File: config.mk
export PLATFORM = sky130hd
export DESIGN_NAME = sync_fifo_flags
export DESIGN_NICKNAME = d
export VERILOG_FILES = /design/src/rtl/sync_fifo_flags.sv
export SDC_FILE = /design/constraint.sdc
export NUM_CORES = 1
export LEC_CHECK = 0
export BUFFER_PORTS_ARGS = -buffer_cell sky130_fd_sc_hd__buf_2
export CAP_MARGIN = 20
export CORE_MARGIN = 5
export CORE_UTILIZATION = 60
export CTS_BUF_LIST = sky130_fd_sc_hd__clkbuf_16
export DETAILED_ROUTE_END_ITERATION = 8
export PLACE_DENSITY = 0.78
export SLEW_MARGIN = 30
export SYNTH_ARGS = -nofsm -noshare
export SYNTH_HDL_FRONTEND = slang
export SYNTH_SLANG_ARGS = --single-unit
export TNS_END_PERCENT = 10
File: constraint.sdc
create_clock -name clk -period 3.4 [get_ports clk]
set_input_delay 0.51 -clock clk [delete_from_list [all_inputs] [get_ports clk]]
set_output_delay 0.51 -clock clk [all_outputs]
set_load 0.005 [all_outputs]
File: src/rtl/sync_fifo_flags.sv
// Single-clock FIFO with occupancy count, almost-full/empty thresholds and sticky error flags.
// Define FIFO_FWFT_EN to build the first-word-fall-through read variant.
module sync_fifo_flags #(
  parameter int unsigned DATA_SIZE = 8,
  parameter int unsigned ADDR_SIZE = 4,
  parameter int unsigned AF_LEVEL  = (1 << ADDR_SIZE) - 2,
  parameter int unsigned AE_LEVEL  = 2
) (
  input  logic                 clk,
  input  logic                 rst_n,
  input  logic                 w_en,
  input  logic [DATA_SIZE-1:0] w_data,
  input  logic                 r_en,
  input  logic                 clr_err,
  output logic [DATA_SIZE-1:0] r_data,
  output logic                 full,
  output logic                 empty,
  output logic                 almost_full,
  output logic                 almost_empty,
  output logic [ADDR_SIZE:0]   count,
  output logic                 overflow,
  output logic                 underflow
);

  localparam int unsigned Depth = 1 << ADDR_SIZE;
  localparam int unsigned PtrW  = ADDR_SIZE + 1;

  typedef logic [ADDR_SIZE:0] ptr_t;
  localparam ptr_t PtrOne = ptr_t'(1);

  logic [DATA_SIZE-1:0] mem_q [Depth];
  ptr_t                 wptr_q, wptr_d;
  ptr_t                 rptr_q, rptr_d;
  logic [DATA_SIZE-1:0] r_data_q, r_data_d;
  logic                 overflow_q, overflow_d;
  logic                 underflow_q, underflow_d;
  logic                 w_acc, r_acc;

  // Modulo subtraction of the extra-MSB pointers yields 0..Depth directly.
  assign count        = wptr_q - rptr_q;
  assign full         = (count == PtrW'(Depth));
  assign almost_full  = (count >= PtrW'(AF_LEVEL));
  assign almost_empty = (count <= PtrW'(AE_LEVEL));
  assign w_acc        = w_en & ~full;

`ifdef FIFO_FWFT_EN
  // fptr tracks the next memory word to pre-fetch; rptr advances on acknowledge,
  // so count still includes the word sitting in the output register.
  ptr_t fptr_q, fptr_d;
  logic valid_q, valid_d;
  logic fetch;

  assign empty = ~valid_q;
  assign r_acc = r_en & valid_q;

  always_comb begin
    fptr_d   = fptr_q;
    valid_d  = valid_q;
    r_data_d = r_data_q;
    fetch    = (wptr_q != fptr_q) && (!valid_q || r_acc);
    if (fetch) begin
      r_data_d = mem_q[fptr_q[ADDR_SIZE-1:0]];
      fptr_d   = fptr_q + PtrOne;
      valid_d  = 1'b1;
    end else if (r_acc) begin
      valid_d = 1'b0;
    end
  end

  always_ff @(posedge clk or negedge rst_n) begin
    if (!rst_n) begin
      fptr_q  <= '0;
      valid_q <= 1'b0;
    end else begin
      fptr_q  <= fptr_d;
      valid_q <= valid_d;
    end
  end
`else
  assign empty = (count == '0);
  assign r_acc = r_en & ~empty;

  always_comb begin
    r_data_d = r_data_q;
    if (r_acc) begin
      r_data_d = mem_q[rptr_q[ADDR_SIZE-1:0]];
    end
  end
`endif

  always_comb begin
    wptr_d      = w_acc ? wptr_q + PtrOne : wptr_q;
    rptr_d      = r_acc ? rptr_q + PtrOne : rptr_q;
    // A new error event outranks a clear in the same cycle.
    overflow_d  = (w_en & full) | (overflow_q & ~clr_err);
    underflow_d = (r_en & empty) | (underflow_q & ~clr_err);
  end

  always_ff @(posedge clk or negedge rst_n) begin
    if (!rst_n) begin
      wptr_q      <= '0;
      rptr_q      <= '0;
      r_data_q    <= '0;
      overflow_q  <= 1'b0;
      underflow_q <= 1'b0;
    end else begin
      wptr_q      <= wptr_d;
      rptr_q      <= rptr_d;
      r_data_q    <= r_data_d;
      overflow_q  <= overflow_d;
      underflow_q <= underflow_d;
    end
  end

  // Storage is not reset; the pointers alone define what is valid.
  always_ff @(posedge clk) begin
    if (w_acc) begin
      mem_q[wptr_q[ADDR_SIZE-1:0]] <= w_data;
    end
  end

  assign r_data    = r_data_q;
  assign overflow  = overflow_q;
  assign underflow = underflow_q;

endmodule
==> impl_metrics.json, run 1 <==
{
  "finalCritPeriodShare_pct": 96.16,
  "routed_wl_um": 11660,
  "io_buffer_count": 31,
  "start_util_pct": 61.21,
  "cp.depth": 10,
  "htree_levels": 4,
  "crit_chain": "inv_1 -> ha_1 -> inv_1 -> fa_1 -> a21o_1 -> a21oi_2 -> xor2_2 -> inv_2 -> a2111oi_2 -> buf_2",
  "cts_tree": "done",
  "coreArea_um2": 9729,
  "drtIter0Drc": 251,
  "ys_ff_latch": 148,
  "fill_cells": 610,
  "routedWlPerCell_um": 23.37,
  "boundaryPins": 32,
  "p_leak_uw": 0.002481,
  "cts.sinks": 148,
  "ant_nets": 0,
  "cp_max_fo": 9,
  "p_seq_share_pct": 35.8,
  "slew_headroom_pct": 46.69,
  "final_core_util_pct": 71.23,
  "drive_gt1_share_pct": 31.42,
  "grt_usage_pct": 21.82,
  "clock.fmax_ghz": 0.3059,
  "grt_pass1_vias": 3124,
  "synth_cells": 305,
  "ys_types": 34,
  "synth_nets": 328,
  "arrival_ns": 2.76,
  "final_cells": 499,
  "place_congestion": 0.8140,
  "syn_avg_cell_area_um2": 19.53,
  "cpMostUsedCell": "inv_1",
  "routed_via_density": 5.996,
  "grt_max_degree": 36,
  "cts_made_buffers": 17,
  "die_area_um2": 12020,
  "drv_cap": 0,
  "internal_power_uw": 4623,
  "swShare_pct": 31.61,
  "path_clk_slew_ns": 0.05,
  "grt_overflow": 0,
  "critPathRequiredTime_ns": 2.89,
  "grt_pass1_wl_um": 18260,
  "startpoint_type": "flip-flop",
  "cts_root_buffer": "clkbuf_16",
  "synth_ff_type": "edfxtp_1",
  "grt_setup_unrepaired": "yes",
  "worst_pin_slew_ns": 0.7979,
  "layout_common_cells": "128 x edfxtp_1, 32 x mux4_2, 31 x buf_2, 19 x dfrtp_1, 17 x clkbuf_16",
  "nets": 376,
  "yosysWarnings": 0,
  "synth_area_um2": 5956,
  "cp_top_family": "compound AO/OA/AOI/OAI gates",
  "ctsLongestPathBuffers": 2,
  "first_pass_iters": 5,
  "min_path_type": "input pin to async pin",
  "antenna_found_initial": 0,
  "skew_ns": 0.006940,
  "p_sw_uw": 2136,
  "ir_drop_mv": 0.5927,
  "vias": 2992,
  "slowest_stage": "dfrtp_1",
  "crit_type": "flip-flop to output port",
  "route.detailed.drc": 0,
  "period_minus_slack_ns": 3.270,
  "die_w_um": 109.6,
  "clockPowerShare_pct": 28.9,
  "synth_edf_count": 128,
  "crit_path_end_kind": "output port",
  "yosysSeqAreaShare_pct": 72.94,
  "final_common_cell": "edfxtp_1",
  "cp.buffers_inverters": 4,
  "status": "finished clean",
  "async_reset_ff_share_pct": 13.51,
  "diodes": 0,
  "place_inst": 466,
  "r2r_cells": 10,
  "dpl.hpwl_um": 7648,
  "hold_viol_final": 0,
  "clock_latency_ns": 0.41,
  "die_h_um": 109.6,
  "setup_viol": 0,
  "finalPower_uw": 6759,
  "slew_violations": 0,
  "power_density_nw_per_um2": 975.3,
  "syn2layout_area_growth_pct": 16.37,
  "rows": 36,
  "power_frac_comb_pct": 35.3,
  "max_stage_delay_ns": 0.41
}
metrics by stage:
stage | setup slack, ns | instance area, um2 | setup TNS (ns) | hold WS [ns]
floorplan | 0.1543 | 5956 | 0 | 0.2144
global placement | 0.1351 | 6284 | 0 | 0.4755
detailed placement | -0.007015 | 6284 | -0.05420 | 0.4921
CTS | 0.06025 | 6917 | 0 | 0.06795
global route | -0.02686 | 6930 | -0.07687 | 0.08156
finish | 0.1304 | 6930 | 0 | 0.06115
path summary, 6_finish.rpt:
path,from,end,slack [ns]
min in group clk,w_en,overflow,0.41
setup reg to reg,wptr_q[0],mem_q[7][5],0.15
max in group asynchronous,rst_n,rptr_q[0],2.99
setup / recovery,wptr_q[0],almost_empty,0.13
hold reg to reg,wptr_q[4],wptr_q[4],0.50
hold / removal,rst_n,r_data[4],0.06
synthesized netlist by cell type (2+ instances only):
library cell,n,share of area [%]
nor4_1,2,0.21
nor2b_1,4,0.42
and3_1,12,1.3
clkbuf_1,4,0.25
xor2_1,4,0.59
o22ai_1,16,1.7
mux2_2,11,2.1
a22o_1,2,0.29
nor2_1,11,0.69
dfrtp_1,20,8.4
a21oi_1,5,0.42
mux4_2,32,12
inv_1,9,0.57
nand4_1,3,0.32
nand2_1,5,0.32
buf_2,5,0.42
xnor2_1,7,1.0
ha_1,9,1.9
o211ai_1,2,0.25
edfxtp_1,128,65
routing by layer:
| layer | global-route usage (%) | vias up | wire [um] |
|---|---|---|---|
| met3 | 3.758 | 21 | 493 |
| met4 | 8.638 | 0 | 231 |
| met5 | 0 | - | 0 |
| met1 | 28.04 | 1557 | 4613 |
| met2 | 37.40 | 80 | 6322 |
| li1 | - | 1334 | - |
flip-flops by register name, indices dropped and copies added, names as in the netlist:
register	count
rptr_q	5
overflow	1
mem_q	128
wptr_q	5
r_data	8
underflow	1
power groups by stage:
stage | Sequential [uW] | Clock, uW | Combinational, uW
finish | 2420 | 1950 | 2390
global route | 2450 | 2060 | 2600
CTS | 2420 | 1970 | 2350
global placement | 2440 | 0 | 2240
detailed placement | 2450 | 0 | 2280
floorplan | 2420 | 0 | 1610
cells by family (layout without fill, tap and decap cells):
family	count (synthesis)	count (layout)	share of synthesized area, %
AO/OA/AOI/OAI	31	31	3.677
XOR/XNOR	12	12	1.891
adder cells (fa/ha/maj)	10	10	2.227
buffers and inverters	19	80	1.302
flip-flops	148	148	72.94
multiplexers	44	44	14.35
AND/OR/NAND/NOR	41	41	3.613
repair_timing:
action                     in CTS  in global routing
setup endpoints to repair       9                 97
pin swaps                       0                  0
gates cloned                    0                  0
hold buffers                    0                  0
buffers inserted                1                  0
resized for setup               0                  3
cell type report:
type	count	area [um2]	share of cell area (%)
Multi-Input combinational cell	138	1548	22.33
Timing Repair Buffer	38	207.7	2.997
Clock buffer	17	425.4	6.138
Tap cell	133	166.4	2.401
Sequential cell	148	4345	62.70
Clock inverter	15	200.2	2.889
Inverter	10	37.54	0.5416
Power figures use the tool's default switching activity.
==> run 2, diff against run 1 <==
--- a/config.mk
+++ b/config.mk
@@ -8,10 +8,9 @@
 export BUFFER_PORTS_ARGS = -buffer_cell sky130_fd_sc_hd__buf_2
 export CAP_MARGIN = 20
 export CORE_MARGIN = 5
-export CORE_UTILIZATION = 60
+export CORE_UTILIZATION = 25
 export CTS_BUF_LIST = sky130_fd_sc_hd__clkbuf_16
 export DETAILED_ROUTE_END_ITERATION = 8
-export PLACE_DENSITY = 0.78
 export SLEW_MARGIN = 30
 export SYNTH_ARGS = -nofsm -noshare
 export SYNTH_HDL_FRONTEND = slang
==> run 2 against run 1 <==
First-iteration DRC count up 8.4%. Hold slack worse by 0.0029 ns. Utilization down 41 points. Die area up 120%. Critical path type unchanged. Sequential cell count unchanged. Clock skew up 0.0013 ns. Cell count up 38%. Clock-buffer cell count unchanged.
==> impl_metrics.json, run 2 (synthesis results as in run 1) <==
{
  "drive_gt1_share_pct": 32.88,
  "routed_wl_um": 12450,
  "boundaryPins": 32,
  "cpMostUsedCell": "inv_2",
  "largest_register_ffs": 128,
  "crit_type": "flip-flop to output port",
  "slew_headroom_pct": 42.37,
  "slowest_stage": "dfrtp_1",
  "clock.fmax_ghz": 0.2987,
  "grt_max_degree": 36,
  "io_buffer_count": 31,
  "hold_viol_final": 0,
  "seqCellArea_um2": 4345,
  "reg2reg_from": "wptr_q[0]",
  "met2_wirelength_um": 6547,
  "power_frac_comb_pct": 36.2,
  "dpl.hpwl_um": 8226,
  "p_sw_uw": 2221,
  "diodes": 0,
  "crit_path_end_kind": "output port",
  "final_common_cell": "edfxtp_1",
  "grt_overflow": 0,
  "start_util_pct": 25.37,
  "cp_top_family": "compound AO/OA/AOI/OAI gates",
  "cp.buffers_inverters": 4,
  "coreArea_um2": 23470,
  "path_clk_slew_ns": 0.06,
  "p_leak_uw": 0.002434,
  "crit_chain": "inv_2 -> ha_1 -> inv_1 -> fa_1 -> a21o_1 -> a21oi_2 -> xor2_2 -> inv_2 -> a2111oi_1 -> buf_2",
  "critPathRequiredTime_ns": 2.89,
  "nets": 378,
  "clockPowerShare_pct": 27.5,
  "ctsLongestPathBuffers": 2,
  "syn2layout_area_growth_pct": 19.64,
  "cts_root_buffer": "clkbuf_16",
  "cp_max_fo": 9,
  "grt_setup_unrepaired": "yes",
  "setup_tns_ns": 0,
  "drtIter0Drc": 272,
  "min_path_type": "input pin to async pin",
  "wl_met1_um": 5019,
  "place_congestion": 0.7921,
  "die_area_um2": 27010,
  "status": "finished clean",
  "drv_cap": 0,
  "arrival_ns": 2.84,
  "vias": 3035,
  "cts_hold_buf": 0,
  "die_w_um": 164.3,
  "startpoint_type": "flip-flop",
  "setup_viol": 0,
  "first_pass_iters": 4,
  "htree_levels": 4,
  "route.detailed.drc": 0,
  "cts_tree": "done",
  "p_seq_share_pct": 36.3,
  "whs_ns": 0.05823,
  "grt_pass1_wl_um": 19510,
  "skew_ns": 0.008277,
  "rows": 56,
  "layout_common_cells": "128 x edfxtp_1, 32 x mux4_2, 31 x buf_2, 19 x dfrtp_1, 17 x clkbuf_16",
  "dr_wl_met3_um": 728,
  "die_h_um": 164.3,
  "cts.sinks": 148,
  "max_stage_delay_ns": 0.42,
  "ir_drop_mv": 0.3686,
  "fill_cells": 2266,
  "period_minus_slack_ns": 3.348,
  "swShare_pct": 33.43,
  "routedWlPerCell_um": 18.13,
  "finalCritPeriodShare_pct": 98.48,
  "routed_via_density": 4.418,
  "multi_input_area_um2": 1541,
  "top_layer": "met4",
  "clock_latency_ns": 0.42,
  "antenna_found_initial": 0,
  "internal_power_uw": 4423,
  "slew_violations": 0,
  "grt_usage_pct": 9.913,
  "cts_made_buffers": 17,
  "grt_pass1_vias": 3232,
  "worst_pin_slew_ns": 0.8626,
  "startpoint": "wptr_q[0]",
  "power_density_nw_per_um2": 932.4,
  "ant_nets": 0
}
## run 2: through the flow
stage	cell area [um2]	std cells	setup WS, ns	util (%)	total power (uW)
after floorplan	5956	305	0.1543	-	4021
after CTS	7119	687	0.04878	30.33	6701
after detailed placement	6531	654	0.1882	27.83	4820
final	7126	687	0.05166	30.36	6644
after global routing	7126	687	-0.02699	30.36	7008
after global placement	6531	654	0.3008	27.83	4768
## run 2: layout make-up
cell class	instances	share of cell area (%)
timing repair buffer	40	3.126
sequential	148	60.98
inverter	10	0.5268
clock buffer	17	5.970
clock inverter	15	2.160
tap	319	5.601
multi-input combinational	138	21.63
## run 2: repair_timing
action / 4_1_cts / 5_1_grt
buffers inserted: 1 / 0
setup endpoints to repair: 1 / 2
gates resized for setup: 2 / 1
hold endpoints to repair: 0 / 0
## run 2: path summary, 6_finish.rpt
path                       cells past startpoint  slack [ns]            to
setup / recovery                              10        0.05  almost_empty
min in group clk                               2        0.40      overflow
hold / removal                                 1        0.06     r_data[2]
hold reg to reg                                1        0.49     rptr_q[4]
setup reg to reg                              10        0.23  mem_q[11][4]
max in group asynchronous                      1        2.97     rptr_q[0]
## run 2: worst register-to-register path, delay by kind of cell (launching register included)
family | cells | cell delay (ns)
flops | 1 | 0.42
fa+ha+maj | 2 | 0.56
xor+xnor | 1 | 0.20
buf+inv | 3 | 0.33
simple gates | 1 | 0.72
compound gates | 3 | 0.56
## run 2: power groups by stage
stage                     Combinational [uW]  Clock, uW  Sequential [uW]
after CTS                               2430       1860             2410
after global placement                  2330          0             2430
after detailed placement                2370          0             2450
after floorplan                         1610          0             2420
final                                   2400       1830             2410
after global routing                    2630       1940             2440
## run 2: metal layers
metal	vias to the layer above	GRT usage (%)
met5	-	0
met4	0	3.660
met3	13	2.334
met2	95	16.86
met1	1580	12.29
li1	1347	-
